[src/rtl/player_ctrl_if.sv]
// Player-control bus: board buttons, frame pulse and bullet status in;
// ship position and fire request out.
interface player_ctrl_if;
    logic               fsync;
    logic               btn_left;
    logic               btn_right;
    logic               btn_fire;
    logic               bullet_active;
    logic signed [11:0] player_x;
    logic               fire;

    modport master (
        output fsync, btn_left, btn_right, btn_fire, bullet_active,
        input  player_x, fire
    );

    modport slave (
        input  fsync, btn_left, btn_right, btn_fire, bullet_active,
        output player_x, fire
    );
endinterface

[src/rtl/player_ctrl.sv]
// Player ship controller: synchronises and debounces the buttons, moves the
// ship once per frame with edge clamping, and issues one fire request per press.
module player_ctrl #(
    parameter int HRES            = 640,
    parameter int PLAYER_W        = 32,
    parameter int SPEED           = 4,
    parameter int DEBOUNCE_CYCLES = 250000,
    parameter int COOLDOWN_FRAMES = 8
) (
    input  logic          pixel_clk,
    input  logic          rst,
    player_ctrl_if.slave  bus
);
  localparam int X_MAX = HRES - PLAYER_W;
  localparam int DB_W  = (DEBOUNCE_CYCLES > 1) ? $clog2(DEBOUNCE_CYCLES) : 1;
  localparam int CD_W  = (COOLDOWN_FRAMES > 0) ? $clog2(COOLDOWN_FRAMES + 1) : 1;
  localparam logic signed [12:0] SPEED_S = 13'(SPEED);
  localparam logic signed [12:0] XMAX_S  = 13'(X_MAX);
  localparam logic signed [11:0] X_RST   = 12'(X_MAX / 2);

  // Bit order: 0 = left, 1 = right, 2 = fire.
  logic [2:0] btn_raw;
  logic [2:0] db_state;
  assign btn_raw = {bus.btn_fire, bus.btn_right, bus.btn_left};

  generate
    for (genvar gi = 0; gi < 3; gi++) begin : g_btn
      logic            sync1_reg;
      logic            sync2_reg;
      logic            stable_reg;
      logic [DB_W-1:0] cnt_reg;

      // The count tracks consecutive synchronised samples that disagree with
      // the accepted state; any agreeing sample restarts it.
      always_ff @(posedge pixel_clk) begin
        if (rst) begin
          sync1_reg  <= 1'b0;
          sync2_reg  <= 1'b0;
          stable_reg <= 1'b0;
          cnt_reg    <= '0;
        end else begin
          sync1_reg <= btn_raw[gi];
          sync2_reg <= sync1_reg;
          if (sync2_reg == stable_reg) begin
            cnt_reg <= '0;
          end else if (cnt_reg == DB_W'(DEBOUNCE_CYCLES - 1)) begin
            stable_reg <= sync2_reg;
            cnt_reg    <= '0;
          end else begin
            cnt_reg <= cnt_reg + DB_W'(1);
          end
        end
      end

      assign db_state[gi] = stable_reg;
    end
  endgenerate

  logic signed [11:0] x_reg;
  logic signed [11:0] x_next;
  logic signed [12:0] x_ext;
  logic signed [12:0] x_dec;
  logic signed [12:0] x_inc;

  // One extra bit of headroom so stepping past either edge cannot wrap.
  always_comb begin
    x_ext  = {x_reg[11], x_reg};
    x_dec  = x_ext - SPEED_S;
    x_inc  = x_ext + SPEED_S;
    x_next = x_reg;
    if (bus.fsync) begin
      if (db_state[0] && !db_state[1]) begin
        x_next = (x_dec < 13'sd0) ? 12'sd0 : x_dec[11:0];
      end else if (db_state[1] && !db_state[0]) begin
        x_next = (x_inc > XMAX_S) ? XMAX_S[11:0] : x_inc[11:0];
      end
    end
  end

  always_ff @(posedge pixel_clk) begin
    if (rst) x_reg <= X_RST;
    else     x_reg <= x_next;
  end

  typedef enum logic [1:0] {ST_READY, ST_FIRE, ST_COOLDOWN, ST_RELEASE} state_t;

  state_t          state_reg;
  logic            fire_reg;
  logic [CD_W-1:0] cooldown_reg;
  logic            db_fire_d_reg;
  logic            fire_rise;

  assign fire_rise = db_state[2] & ~db_fire_d_reg;

  always_ff @(posedge pixel_clk) begin
    if (rst) begin
      state_reg     <= ST_READY;
      fire_reg      <= 1'b0;
      cooldown_reg  <= '0;
      db_fire_d_reg <= 1'b0;
    end else begin
      db_fire_d_reg <= db_state[2];
      case (state_reg)
        ST_READY: begin
          // A press while a bullet is in flight is dropped, not queued.
          if (fire_rise && !bus.bullet_active && cooldown_reg == '0) begin
            state_reg <= ST_FIRE;
            fire_reg  <= 1'b1;
          end
        end
        ST_FIRE: begin
          if (bus.fsync) begin
            fire_reg <= 1'b0;
            if (COOLDOWN_FRAMES == 0) begin
              state_reg <= ST_RELEASE;
            end else begin
              state_reg    <= ST_COOLDOWN;
              cooldown_reg <= CD_W'(COOLDOWN_FRAMES);
            end
          end
        end
        ST_COOLDOWN: begin
          if (bus.fsync) begin
            cooldown_reg <= cooldown_reg - CD_W'(1);
            if (cooldown_reg <= CD_W'(1)) state_reg <= ST_RELEASE;
          end
        end
        ST_RELEASE: begin
          if (!db_state[2]) state_reg <= ST_READY;
        end
        default: state_reg <= ST_READY;
      endcase
    end
  end

  assign bus.player_x = x_reg;
  assign bus.fire     = fire_reg;
endmodule

[src/flat_wrapper.sv]
// flat-port wrapper written by rule: the top's interface ports become plain ports
module player_ctrl_flat 
#(
    parameter int HRES            = 640,
    parameter int PLAYER_W        = 32,
    parameter int SPEED           = 4,
    parameter int DEBOUNCE_CYCLES = 250000,
    parameter int COOLDOWN_FRAMES = 8
)
  (pixel_clk, rst, bus_fsync, bus_btn_left, bus_btn_right, bus_btn_fire, bus_bullet_active, bus_player_x, bus_fire);
  player_ctrl_if bus_i ();
  input  logic pixel_clk;
  input  logic rst;
  input wire logic [$bits(bus_i.fsync)-1:0] bus_fsync;
  input wire logic [$bits(bus_i.btn_left)-1:0] bus_btn_left;
  input wire logic [$bits(bus_i.btn_right)-1:0] bus_btn_right;
  input wire logic [$bits(bus_i.btn_fire)-1:0] bus_btn_fire;
  input wire logic [$bits(bus_i.bullet_active)-1:0] bus_bullet_active;
  output wire logic [$bits(bus_i.player_x)-1:0] bus_player_x;
  output wire logic [$bits(bus_i.fire)-1:0] bus_fire;
  assign bus_i.fsync = bus_fsync;
  assign bus_i.btn_left = bus_btn_left;
  assign bus_i.btn_right = bus_btn_right;
  assign bus_i.btn_fire = bus_btn_fire;
  assign bus_i.bullet_active = bus_bullet_active;
  assign bus_player_x = bus_i.player_x;
  assign bus_fire = bus_i.fire;
  player_ctrl #(.HRES(HRES), .PLAYER_W(PLAYER_W), .SPEED(SPEED), .DEBOUNCE_CYCLES(DEBOUNCE_CYCLES), .COOLDOWN_FRAMES(COOLDOWN_FRAMES)) u_core (.pixel_clk(pixel_clk), .rst(rst), .bus(bus_i));
endmodule
[config.mk]
export PLATFORM = sky130hd
export DESIGN_NAME = player_ctrl_flat
export DESIGN_NICKNAME = d
export VERILOG_FILES = /design/src/rtl/player_ctrl_if.sv /design/src/rtl/player_ctrl.sv /design/src/flat_wrapper.sv
export SDC_FILE = /design/constraint.sdc
export NUM_CORES = 1
export LEC_CHECK = 0
export CAP_MARGIN = 20
export CORE_MARGIN = 5
export CORE_UTILIZATION = 29
export DETAILED_ROUTE_END_ITERATION = 16
export PLACE_DENSITY = 0.54
export SETUP_SLACK_MARGIN = 0.4
export SKIP_CTS_REPAIR_TIMING = 1
export SYNTH_ARGS = -nofsm -noshare
export SYNTH_HDL_FRONTEND = slang
export SYNTH_SLANG_ARGS = --single-unit
export TNS_END_PERCENT = 20
[constraint.sdc]
create_clock -name pixel_clk -period 2.6 [get_ports pixel_clk]
set_clock_uncertainty 0.2 [all_clocks]
set_input_delay 0.78 -clock pixel_clk [delete_from_list [all_inputs] [get_ports pixel_clk]]
set_output_delay 0.78 -clock pixel_clk [all_outputs]
set_load 0.05 [all_outputs]
==> results list, run 1 <==
- The via count of the first global-routing pass was 3275.
* Vertical die dimension: 129 um
- Count of unresolved DRC violations after routing: 0
* Area added between synthesis and finish: 20.2%
- Crit Reg-Reg Startpoint: u_core.bus.player_x[3]
- Measured in cells, the most critical reg-to-reg path has a length of 8.
- Net switching is 23.7% of the power.
- Setup repair after global routing could not meet its margin everywhere.
- Across every metal layer, demand over resource in global routing totals 11.1%.
- Die Width: 129 um
- The slowest stage of the critical path is the sky130_fd_sc_hd__clkdlybuf4s50_1 cell.
- Along the worst hold path, the cell count comes to 1.
- The flow ran to the end, and the final reports show no timing, DRC or antenna violations.
* Ordered cell list for the critical path: clkdlybuf4s50_1 > nor4_1 > nand3_1 > a222oi_1 > buf_4 > nand2_1 > a221oi_1
* HPWL after DPL: 6140 um
* Per-cell routed wire length: 12.7 um
- Tightest hold margin: 245 ps
- Share of post-route cells with drive strength above 1: 13.6%
* Clk_lat worst skew: 340 ps
- Clk network pwr share: 44.7%
* Post-layout worst setup margin: 291 ps
* Fraction of the cycle the final worst path needs: 88.8%
- HP Class: flop to flop
- After routing, the total negative slack on setup checks comes to 0 ps.
- Overall power consumption after layout is estimated at 2.62 mW.
- The final layout contains 538 nets.
- Boundary pin count: 20
- Inserted Diodes: 0
- Largest net degree at the start of global routing: 20
- Worst path top cell family by delay: buffers and inverters
- In this run the most critical hold path is launched from u_core.g_btn[1].sync1_reg.
* Achievable Freq: 433 MHz
* Final worst path period need: 2310 ps
- The congestion estimate from routability-driven global placement came to 0.860.
- Internal power: 2.00 mW
* Number of standard cells in the layout, taps in and fillers out: 702
* Via count: 3391
- Number of levels in the clock H-tree: 3
* TritonCTS clock tree: yes
* Register-to-Register Setup Slack: 290 ps
* Number of enable flip-flop cells after synthesis: 0
- Startpoint type of the worst setup path: input port
- For this run, the number of Yosys warnings is 0.
- Setup violations remaining at the end of the flow were counted as 0.
- In this run, the number of DRC markers left after iteration 0 of detailed routing was 216.
* Longest Clk Path Bufs: 2
- In this run the standard cell core region covers 13900 um2.
- Clock sink count: 81
- Clock transition at the registers of the reported paths: 60 ps
- Clock tree synthesis inserted a total of 9 buffers.
- Counting both buffers and inverters, the worst setup path holds a total of 2.
* Final wirelength: 8880 um
- The floorplan step defined a die boundary enclosing 16700 um2.
* Layout fillers: 1448
- Count of different cell masters after synthesis: 58
- Number of rows created at floorplan: 43
* Worst slack after detailed placement: -10.8 ps
- The register with the most flip-flops in the layout has 54 of them.
* Worst Max-Slew Pin Slew: 523 ps
* CP peak stage delay: 390 ps
- Port Buf Inserts: 17
- Sequential cells burn 48.7% of the power.
- Cell count after synthesis: 493
* Root buf cell: sky130_fd_sc_hd__clkbuf_16
- Number of synthesized register bits: 81
- Post-Place Cells: 683
- At the worst endpoint, the required time is 2640 ps.
- Largest vdd supply drop: 0.288 mV
- Summing the sequential cell areas from Yosys gives 39.5% of the chip area.
- Classification of the worst setup path: input port to flop
- Predominant post-synthesis flop cell: sky130_fd_sc_hd__dfxtp_1
* Post-route ant nets: 0
- Reported max-cap violation count: 0
- Hold Path Sink: u_core.g_btn[1].sync2_reg
- Headroom to the max-slew limit came out at 64.9%.
- Endpoint of the worst register-to-register path: u_core.bus.player_x[3]
* Overflow left after global routing: 0
* Leak: 1.67 nW
* Reported net switching power: 0.621 mW
- In this run the worst path has a maximum fanout of 3.
* Number of antenna violations at the first check in global routing: 0
* Pwr dens: 531 nW/um2
- In this run, the combinational gates consume 6.5% of the power.
* Starting Density: 29.6%
* Final hold viol count: 0
- The final max-slew violation count is 0.
* Post-Synthesis Cell Area: 4110 um2
- Arrival time at the worst endpoint: 2350 ps
- For this run, the detailed router's first-pass iteration total came to 4.
- A synthesized cell averages 8.34 um2.
- Wire length of the first global-routing pass: 15100 um
- Kind of end point of the critical path: flop
- Async set or reset register ratio after synthesis: 0%
* Via density: 4.83
-- power by group through the flow --
stage               Combinational [mW]  Sequential, mW  Clock [mW]
floorplan                        0.109            1.31           0
global placement                 0.163            1.30           0
detailed placement               0.167            1.31           0
CTS                              0.169            1.28        1.22
global route                     0.191            1.28        1.27
finish                           0.171            1.28        1.17
-- cells by family after synthesis --
kind of cell,share of synthesized area [%]
AOI/OAI and AO/OA,9.62
xor gates and xnor gates,11.3
adders and majority gates,4.26
buffers and inverters,4.60
DFF,39.5
muxes,1.98
other,0.0912
and+or+nand+nor,28.7
-- worst register-to-register path, delay by kind of cell (launching register included) --
| kind | cells | cell delay (ps) |
|---|---|---|
| DFF | 1 | 350 |
| buffers and inverters | 2 | 330 |
| AOI/OAI and AO/OA | 2 | 710 |
| and+or+nand+nor | 4 | 630 |
-- per-stage QoR --
step | utilization, % | area, um2
after floorplan | - | 4150
after global placement | 32.7 | 4530
after detailed placement | 32.7 | 4530
after CTS | 34.6 | 4810
after global routing | 35.6 | 4940
final | 35.6 | 4940
-- layout by cell type (no fill, tap or decap), drive strengths merged, types with 2 or more instances in the layout --
master         count
and4               4
nand2b             2
nand4             17
xnor2             24
a221oi             4
inv               18
and3               9
clkinv             2
o21ai              9
xor2              29
a311oi             4
dlymetal6s2s       2
nor3b              3
clkdlybuf4s50      6
conb               2
a211oi             2
o41ai              3
o221ai             2
mux2i              7
nor4               7
nor2b              8
nor2              93
ha                14
clkbuf            13
o22ai              2
a21oi             17
and3b              2
nor3              14
nand3b             3
nand2             31
dfxtp             81
nand3             31
buf               28
nor4b              4
or3                5
-- worst max path at each step --
| stage | startpoint | to | slack, ps | depth (start not counted) |
|---|---|---|---|---|
| 2_1_floorplan | u_core.bus.player_x[2] | u_core.bus.player_x[6] | 370 | 8 |
| 3_5_place_dp | bus_bullet_active | u_core.state_reg[0] | -10 | 7 |
| 3_3_place_gp | bus_bullet_active | u_core.state_reg[0] | 10 | 7 |
| 5_1_grt | bus_bullet_active | u_core.state_reg[0] | 140 | 7 |
| 6_report | bus_bullet_active | u_core.state_reg[0] | 290 | 7 |
| 4_1_cts | u_core.bus.player_x[3] | bus_player_x[3] | -80 | 2 |
-- synthesized netlist by cell type (2+ instances only) --
master | count | area, um2
sky130_fd_sc_hd__o21ai_0 | 9 | 45.0
sky130_fd_sc_hd__o22ai_1 | 2 | 12.5
sky130_fd_sc_hd__a311oi_1 | 3 | 26.3
sky130_fd_sc_hd__nand3_1 | 30 | 150
sky130_fd_sc_hd__and3_1 | 9 | 56.3
sky130_fd_sc_hd__and4_1 | 4 | 35.0
sky130_fd_sc_hd__nor4b_1 | 4 | 35.0
sky130_fd_sc_hd__nand3b_1 | 3 | 22.5
sky130_fd_sc_hd__nor2b_1 | 8 | 50.1
sky130_fd_sc_hd__xor2_1 | 29 | 254
sky130_fd_sc_hd__inv_1 | 17 | 63.8
sky130_fd_sc_hd__nand2b_1 | 2 | 12.5
sky130_fd_sc_hd__clkbuf_1 | 12 | 45.0
sky130_fd_sc_hd__and3b_1 | 2 | 17.5
sky130_fd_sc_hd__nor4_1 | 7 | 43.8
sky130_fd_sc_hd__o41ai_1 | 3 | 26.3
sky130_fd_sc_hd__buf_4 | 4 | 30.0
sky130_fd_sc_hd__nor2_1 | 93 | 349
sky130_fd_sc_hd__dfxtp_1 | 81 | 1620
sky130_fd_sc_hd__or3_1 | 5 | 31.3
sky130_fd_sc_hd__buf_2 | 7 | 35.0
sky130_fd_sc_hd__a21oi_1 | 17 | 85.1
sky130_fd_sc_hd__ha_1 | 14 | 175
sky130_fd_sc_hd__a221oi_1 | 4 | 35.0
sky130_fd_sc_hd__mux2i_1 | 7 | 70.1
sky130_fd_sc_hd__nand2_1 | 31 | 116
sky130_fd_sc_hd__xnor2_1 | 24 | 210
sky130_fd_sc_hd__nand4_1 | 17 | 106
sky130_fd_sc_hd__nor3b_1 | 2 | 15.0
sky130_fd_sc_hd__a211oi_1 | 2 | 15.0
sky130_fd_sc_hd__nor3_1 | 14 | 70.1
-- final cells by class --
type | instances | area, um2 | share of cell area, %
clock buffers | 12 | 246 | 4.99
clock inverters | 4 | 27.5 | 0.557
inverters | 17 | 63.8 | 1.29
multi-input cells | 371 | 2400 | 48.7
flip-flops and latches | 81 | 1640 | 33.2
well taps | 180 | 225 | 4.56
repair buffers | 37 | 332 | 6.71
-- routing by layer --
layer / GRT usage, % / up-vias / wire length [um]
met5: 0 / - / 0
met4: 6.42 / 0 / 201
met3: 2.39 / 13 / 260
met2: 17.5 / 54 / 3990
met1: 14.1 / 1556 / 4430
li1: - / 1768 / -
(Power assumes the default switching activity.)
==> inputs of run 2 (changes only) <==
- CORE_UTILIZATION: 29 -> 35
- CTS_BUF_LIST: default -> sky130_fd_sc_hd__clkbuf_16
- PLACE_DENSITY: 0.54 -> 0.61
==> results list, run 2 (synthesis results as in run 1) <==
- The run finished with clean final reports.
- Final setup fails: 0 (unchanged)
- The number of antenna violations at the first check in global routing was 0 (unchanged).
- Fraction of met1 tracks used by global routing: 16.2% (+2.1 points)
- The insertion delay of the later-clocked pin in the worst-skew pair was 330 ps (about the same).
* Crit Reg-Reg Startpoint: u_core.bus.player_x[3]
* Unrepaired setup endpoints after global routing: yes
- The number of buffers added by the clock tree synthesis step came to 9 (unchanged).
- Most Crowded Layer GR: met2
- Vias in the first global route: 3255 (-0.61%)
* Classification of the worst setup path: flop to flop
- The maximum number of pins on one net before global-route repair came to 19 (-5.0%).
- The total leakage power was 1.71 nW (+2.6%).
- The maximum clock frequency is 435 MHz (+0.34%).
- The cell count of the worst reg-to-reg path came to 7 (-1).
- The global-route usage over all layers is 12.5% (+1.4 points).
- Via density: 5.19 (+7.5%)
* Leading cell type in the layout, fill and taps excluded: sky130_fd_sc_hd__nor2_1
- Ordered cell list for the critical path: ha_4 > and3_4 > mux2i_1 > o221a_2 > o221ai_4 > a221o_1 > a311oi_1
- Die Width: 118 um (-8.3%)
- On the critical path, the stage with the largest delay is an instance of sky130_fd_sc_hd__dfxtp_4.
* Boundary pin count: 20 (unchanged)
- Register-to-Register Setup Slack: 300 ps (about the same)
* Kind of end point of the critical path: flop
- The number of flip-flops under the largest register name was 54 (unchanged).
* Area of the core region: 11500 um2 (-17%)
- Met2 demand-to-capacity share in global routing: 20.0% (+2.5 points)
* Startpoint type of the worst setup path: flop
- The fraction of the core area covered by cells at the end of the flow was 43.4% (+7.8 points).
- The final max-slew violation count came to 0 (unchanged).
- The library cells used most frequently in the layout, excluding fill and tap cells, are sky130_fd_sc_hd__nor2_1, sky130_fd_sc_hd__dfxtp_1, sky130_fd_sc_hd__nand2_1, sky130_fd_sc_hd__nand3_1.
- The transition time of the tightest slew-check pin came to 667 ps (+144 ps).
- The fraction of layout cells with a size suffix above 1 was 14.1% (+0.49 points).
* Reported max-cap violation count: 0 (unchanged)
* Violation count after the first detailed-routing iteration: 146 (-32%)
- In this run the worst setup path begins at u_core.bus.player_x[3].
- Via count: 3469 (+2.3%)
- In this run the critical register-to-register path is captured at u_core.bus.player_x[9].
* Final worst path period need: 2300 ps (-7.87 ps)
- The critical path's largest stage delay was 390 ps (about the same).
- TritonCTS built the clock tree.
* HP Class: flop to flop
* Met3 demand-to-capacity share in global routing: 1.91% (-0.48 points)
- The number of optimization iterations in the first detailed-route pass was 5 (+1).
- The area growth from synthesis to layout is 21.2%.
* Count of unresolved DRC violations after routing: 0 (unchanged)
- The count of standard-cell rows was 39 (-9.3%).
* Worst Path Required: 2640 ps (about the same)
- The power per standard cell area is 558 nW/um2 (+5.1%).
* Root buf cell: sky130_fd_sc_hd__clkbuf_16
- Starting Density: 35.8% (+6.2 points)
- The number of input and output port buffers inserted came to 17 (unchanged).
- Number of nets at the end of the flow: 542 (+0.74%)
* Layout fillers: 1112 (-23%)
- The chip height is 118 um (-8.3%).
- Clock sink count: 81 (unchanged)
- The worst hold margin is 238 ps (-7.13 ps).
* Wire length of the first global-routing pass: 14900 um (-1.2%)
- Fraction of the cycle the final worst path needs: 88.5% (-0.30 points)
- The number of inserted diodes came to 0 (unchanged).
- Last weighted congestion value of the routability-driven placer: 0.846 (-1.7%)
- Final hold viol count: 0 (unchanged)
- The worst IR drop on VDD is 0.306 mV (+6.2%).
- The number of H-tree branching levels is 3 (unchanged).
- The routed length per instance came to 13.3 um (+5.1%).
- Arrival time at the worst endpoint: 2340 ps (about the same)
* Overflow left after global routing: 0 (unchanged)
- The clock-pin transition on the worst setup and hold timing paths is 60 ps (about the same).
- Max_slew headroom: 55.2% (-9.7 points)
- The HPWL after detailed placement was 6140 um (about the same).
- Post-route ant nets: 0 (unchanged)
* Overall power consumption: 2.78 mW (+5.9%)
* CP Max Fanout: 8 (+5)
- Final wirelength: 8880 um (about the same)
- The die outline area is 14000 um2 (-16%).
* Critical path endpoint: u_core.bus.player_x[9]
- Longest Clk Path Bufs: 2 (unchanged)
## run 2: worst min-delay path by stage
stage	from	to	slack, ps	cells past startpoint
2_1_floorplan	u_core.g_btn[0].sync1_reg	u_core.g_btn[0].sync2_reg	210	1
3_3_place_gp	u_core.g_btn[1].sync1_reg	u_core.g_btn[1].sync2_reg	220	1
3_5_place_dp	u_core.g_btn[1].sync1_reg	u_core.g_btn[1].sync2_reg	220	1
4_1_cts	u_core.g_btn[1].sync1_reg	u_core.g_btn[1].sync2_reg	240	1
5_1_grt	u_core.g_btn[2].sync1_reg	u_core.g_btn[2].sync2_reg	260	1
6_report	u_core.g_btn[2].sync1_reg	u_core.g_btn[2].sync2_reg	240	1
## run 2: per-layer routing
metal,wire length (um),part of all wire [%]
met1,4160,47
met2,4220,48
met3,326,3.7
met4,171,1.9
met5,0,0
## run 2: layout make-up
cell class,count,area (um2),share of cell area [%]
clock buffers,9,225,4.52
inverters,17,63.8,1.28
clock inverters,6,83.8,1.68
multi-input cells,371,2430,48.8
repair buffers,41,360,7.24
well taps,143,179,3.59
flip-flops and latches,81,1640,32.9
## run 2: critical path, delay by kind of cell (launching register included)
kind	cells	cell delay, ps
AOI/OAI and AO/OA	4	990
DFF	1	390
and+or+nand+nor	1	250
muxes	1	200
adders and majority gates	1	170
## run 2: through the flow
step	instances	TNS [ps]	instance area, um2	setup slack, ps
floorplan	494	0	4150	369
global placement	642	0	4450	55.2
detailed placement	642	-57.7	4450	-57.7
CTS	657	0	4750	36.1
global route	668	0	4980	145
finish	668	0	4980	299
## run 2: power breakdown
part	switching, mW	leakage (nW)	internal (mW)
Sequential	0.0188	0.656	1.26
Combinational	0.111	0.910	0.0841
Clock	0.477	0.147	0.830
Total	0.607	1.71	2.17
==> variant 1, RTL diff (settings of run 2) <==
`PLAYER_W` is set to 32 in 2 places; all go to 24.
--- a/src/rtl/player_ctrl.sv
+++ b/src/rtl/player_ctrl.sv
@@ -3,5 +3,5 @@
 module player_ctrl #(
     parameter int HRES            = 640,
-    parameter int PLAYER_W        = 32,
+    parameter int PLAYER_W        = 24,
     parameter int SPEED           = 4,
     parameter int DEBOUNCE_CYCLES = 250000,
--- a/src/flat_wrapper.sv
+++ b/src/flat_wrapper.sv
@@ -3,5 +3,5 @@
 #(
     parameter int HRES            = 640,
-    parameter int PLAYER_W        = 32,
+    parameter int PLAYER_W        = 24,
     parameter int SPEED           = 4,
     parameter int DEBOUNCE_CYCLES = 250000,
Behaviour: not the same (a bounded check fails within 4 cycles, from zero or initial values and one cycle with rst high).
==> variant 1 against run 2 <==
- final cell count increased by 3.3%
- die area increased by 1.5%
- count of clock-buffer cells in the layout increased by 1
- synthesized cell count increased by 1.8%
- clock power decreased by 12%
- worst setup slack got worse by 0.26 ns
- area after synthesis increased by 1.6%
- sequential cell count unchanged
- power decreased by 3.9%
- cell area increased by 3.8%
- wire length increased by 0.77%
- critical endpoint is now u_core.bus.player_x[4]
- largest power group is now registers
==> variant 1: results (changes against run 2) <==
• Syn Area/Cell: 8.32 um^2, -0.21%
• number of global-route vias before repair: 3247, -0.25%
• met1 Resource Use GR: 16.1%, -0.13 points
• cell area after placement: 0.00459 mm^2, +3.3%
• sequential area share after synthesis: 38.8%, -0.63 points
• largest cells by area after synthesis: dfxtp_1 (39%), nor2_1 (8.2%), xor2_1 (5.7%), xnor2_1 (5.5%), ha_1 (4.5%)
• worst relative slew slack: 65.8%, +11 points
• Layout fillers: 1118, +0.54%
• Slowest Stage Delay on Critical Path: 0.45 ns, +0.06 ns
• Fin Hold WS: 0.231 ns, -0.00704 ns
• fraction of layout cells with a size suffix above 1: 19.4%, +5.3 points
• leakage power figure: 1.79 nW, +4.6%
• VDD IR-drop max: 276 uV, -9.7%
• first-pass GRT wire length: 14.7 mm, -1.1%
• final layout net count: 566, +4.4%
• final standard cell count with taps included and fillers excluded: 690, +3.3%
• number of DRC markers after the initial detailed-route iteration: 194, +33%
• total routing usage reported by global routing: 12.2%, -0.30 points
• met3 Use GR: 3.08%, +1.2 points
• post-placement worst setup slack: 0.00664 ns, +0.0643 ns
• half-perimeter wire length after placement: 6.21 mm, +1.2%
• family with the most delay on the worst path: simple AND/OR/NAND/NOR gates
• highest net fanout along the worst path: 5, -3
• overall routed net length: 8.95 mm, +0.77%
• launch instance of the worst min-delay path: u_core.g_btn[0].cnt_reg[0]
• gp weighted congestion: 0.876, +3.5%
• highest attainable clock frequency: 391 MHz, -10%
• result of the run: finished, final reports clean
• r2r setup slk: 0.04 ns, -0.26 ns
-- variant 1: cell types whose count changed after synthesis, sizes merged, moves of 4 or more --
cell | before | now
nand2 | 31 | 26
nor2b | 8 | 12
inv | 17 | 21
nand4 | 17 | 10
or2 | 0 | 4
o21ai | 9 | 16
o31ai | 0 | 4
-- variant 1: path summary, 6_finish.rpt --
kind                            depth (start not counted)                          to
worst max-delay path                                    9      u_core.bus.player_x[4]
worst min-delay path                                    1  u_core.g_btn[0].cnt_reg[0]
worst max register to register                          9      u_core.bus.player_x[4]
worst min register to register                          1  u_core.g_btn[0].cnt_reg[0]
-- variant 1: power groups by stage --
stage	registers [mW]	clock network, mW	logic [mW]
5_1_grt	1.30	1.25	0.244
6_report	1.29	1.15	0.224
2_1_floorplan	1.32	0	0.137
3_3_place_gp	1.32	0	0.202
4_1_cts	1.29	1.18	0.209
3_5_place_dp	1.32	0	0.208
-- variant 1: metrics by stage --
stage          TNS (ns)  utilization [%]
2_1_floorplan         0                -
3_3_place_gp          0             39.7
3_5_place_dp          0             39.7
4_1_cts               0             42.1
5_1_grt          -0.110             44.7
6_report              0             44.7
-- variant 1: cells by family after synthesis --
group,count (synthesis),synth area share (%)
DFF,81,38.8
xor gates and xnor gates,53,11.1
buffers and inverters,45,5.00
other,1,0.0898
adders and majority gates,15,4.49
muxes,6,1.44
and+or+nand+nor,238,28.9
AOI/OAI and AO/OA,63,10.1
-- variant 1: worst reg2reg max path: cells and delay by family, from the launching register on --
kind,cells,cell delay (ns)
flip-flops,1,0.35
AND/OR/NAND/NOR,2,0.84
AO/OA/AOI/OAI,4,0.69
adder cells (fa/ha/maj),1,0.13
buffers and inverters,2,0.22
-- variant 1: routing by layer --
| layer | vias up | wire length (um) |
|---|---|---|
| li1 | 1816 | - |
| met2 | 77 | 4210 |
| met5 | - | 0 |
| met3 | 16 | 362 |
| met4 | 0 | 132 |
| met1 | 1679 | 4240 |
-- variant 1: area by class of cell --
class,count,area share (%)
Tap cell,143,3.46
Clock buffer,10,4.84
Multi-Input combinational cell,377,48.8
Sequential cell,81,31.8
Clock inverter,4,0.387
Inverter,21,1.62
Timing Repair Buffer,54,9.17
==> variant 2, RTL diff (flow settings as in run 2) <==
Without the edit above. The 4 states of `state_t` get a one-hot encoding in 4 bits.
--- a/src/rtl/player_ctrl.sv
+++ b/src/rtl/player_ctrl.sv
@@ -83,5 +83,5 @@
   end
 
-  typedef enum logic [1:0] {ST_READY, ST_FIRE, ST_COOLDOWN, ST_RELEASE} state_t;
+  typedef enum logic [3:0] {ST_READY = 4'b0001, ST_FIRE = 4'b0010, ST_COOLDOWN = 4'b0100, ST_RELEASE = 4'b1000} state_t;
 
   state_t          state_reg;
Formal check against the unedited RTL: same outputs for any inputs over 10 cycles, from zero or initial values and one cycle with rst high; not proved beyond that.
==> variant 2 against run 2 <==
- worst setup slack worse by 0.032 ns
- wire length down 0.34%
- area after synthesis up 3.2%
- sequential cell count up 2
- cell area down 2.0%
- first-iteration DRC count up 8.2%
- die area up 2.9%
- global-route usage up 0.30 points
Power is not compared: it rests on default switching activity, and its combinational part moved more than twofold at a synthesized area within 25%.
==> variant 2: results (changes against run 2) <==
• Yosys warning count: 0, unchanged
• largest cells by area after synthesis: dfxtp_1 (39%), nor2_1 (9.1%), xnor2_1 (6.4%), xor2_1 (5.6%), nand3_1 (3.1%)
• main flop type after synthesis: dfxtp_1
• gp weighted congestion: 0.875, +3.5%
• global-route track usage on met2: 20.7%, +0.65 points
• count leader, synth: nor2_1
• sequential area share after synthesis: 39.2%, -0.27 points
• number of DRC markers after the initial detailed-route iteration: 158, +8.2%
• leakage power figure: 1.59 nW
• number of buffers created by CTS: 9, unchanged
• met1 Resource Use GR: 16.6%, +0.37 points
• kind of path behind the tightest hold check: reg -> reg
• total routing usage reported by global routing: 12.8%, +0.30 points
• worst skew pair latency: 0.33 ns, about the same
• number of antenna violations at the first check in global routing: 0, unchanged
• met3 Use GR: 2.92%, +1.0 points
• half-perimeter wire length after placement: 6.22 mm, +1.3%
• first-pass GRT wire length: 15.6 mm, +4.4%
• ant diodes: 0, unchanged
• data arrival time of the critical path: 2.37 ns, +0.03 ns
• Layout fillers: 1177, +5.8%
• Initial DRT Pass Iterations: 4, -1
• fraction of layout cells with a size suffix above 1: 11.6%, -2.5 points
• switch share: 21.1%
• VDD IR-drop max: 306 uV
• Syn Area/Cell: 8.35 um^2, +0.12%
• number of distinct standard cells referenced by the synthesized netlist: 68, +17%
• total number of H-tree levels: 3, unchanged
• result of the run: finished, final reports clean
• number of buffers on the longest clock path: 2, unchanged
• vias post-DR: 3585, +3.3%
• post-placement worst setup slack: 0.0535 ns, +0.111 ns
• highest net fanout along the worst path: 13, +5
• clock transition at the registers of the reported paths: 0.06 ns, about the same
• largest net degree at the start of global routing: 19, unchanged
• most frequent cells after synthesis: nor2_1 (103), dfxtp_1 (83), nand2_1 (33)
• number of flip-flops in the largest register: 54, unchanged
• cell at the root of the clock tree: clkbuf_16
• slew of the pin with the lowest slew margin: 0.580 ns, -0.0872 ns
• fraction of registers with async set or reset after synthesis: 0%, unchanged
• overall routed net length: 8.85 mm, -0.34%
• final layout net count: 539, -0.55%
• number of global-route vias before repair: 3456, +6.2%
• Port Buf Inserts: 17, unchanged
[variant 2: cell types whose count changed after synthesis, moves of 3 or more]
cell,run 2,this run
a21oi_1,17,12
and3_1,9,2
and4_1,4,1
buf_6,1,4
clkbuf_1,12,3
ha_1,14,9
mux2i_1,7,4
nand3_1,30,26
nor2_1,93,103
nor2b_1,8,13
nor4_1,7,13
o31ai_1,0,3
xnor2_1,24,31
[variant 2: cell families after synthesis]
family / Yosys count / synth area share [%]
AO/OA/AOI/OAI: 59 / 10.2
XOR/XNOR: 58 / 12.0
adder cells (fa/ha/maj): 9 / 2.66
buffers and inverters: 43 / 5.72
flip-flops: 83 / 39.2
multiplexers: 4 / 0.944
other: 1 / 0.0884
AND/OR/NAND/NOR: 251 / 29.3
[variant 2: area by class of cell]
class,instances,area (um^2),share of cell area (%)
Clock buffer,9,225,4.61
Clock inverter,7,98.8,2.03
Inverter,19,71.3,1.46
Multi-Input combinational cell,383,2380,48.7
Sequential cell,83,1690,34.7
Tap cell,147,184,3.77
Timing Repair Buffer,27,230,4.72
[variant 2: path summary, 6_finish.rpt]
check	startpoint	end	slack, ns	cells past startpoint
hold / removal	u_core.g_btn[2].sync1_reg	u_core.g_btn[2].sync2_reg	0.26	1
setup reg to reg	u_core.bus.player_x[2]	u_core.bus.player_x[9]	0.27	7
setup / recovery	u_core.bus.player_x[2]	u_core.bus.player_x[9]	0.27	7
hold reg to reg	u_core.g_btn[2].sync1_reg	u_core.g_btn[2].sync2_reg	0.26	1
[variant 2: layer usage]
layer / vias up / wire [um]
met5: - / 0
met4: 0 / 87
met3: 6 / 238
met2: 50 / 4270
met1: 1740 / 4250
li1: 1789 / -
[variant 2: metrics by stage]
stage                     cell area (um^2)  hold WS, ns  instances  power (mW)
final                                 4880        0.256        675        2.73
after global routing                  4880        0.261        675        2.82
after CTS                             4870        0.258        675        2.76
after detailed placement              4550        0.238        659        1.38
after global placement                4550        0.227        659        1.38
after floorplan                       4300        0.214        509        1.36
[variant 2: power groups by stage]
stage                     combinational [mW]  clock [mW]  sequential, mW
after floorplan                       0.0512           0            1.31
after global placement                0.0676           0            1.31
after detailed placement              0.0701           0            1.31
after CTS                             0.0709        1.40            1.28
after global routing                  0.0780        1.46            1.28
final                                 0.0714        1.37            1.28
[variant 2: worst max-delay path, stage by stage (launching register included)]
cell,delay (ns)
dfxtp_4,0.41
ha_4,0.20
and2_4,0.18
nand3_1,0.08
a211oi_1,0.07
o32a_2,0.44
or3_4,0.43
a311oi_2,0.23
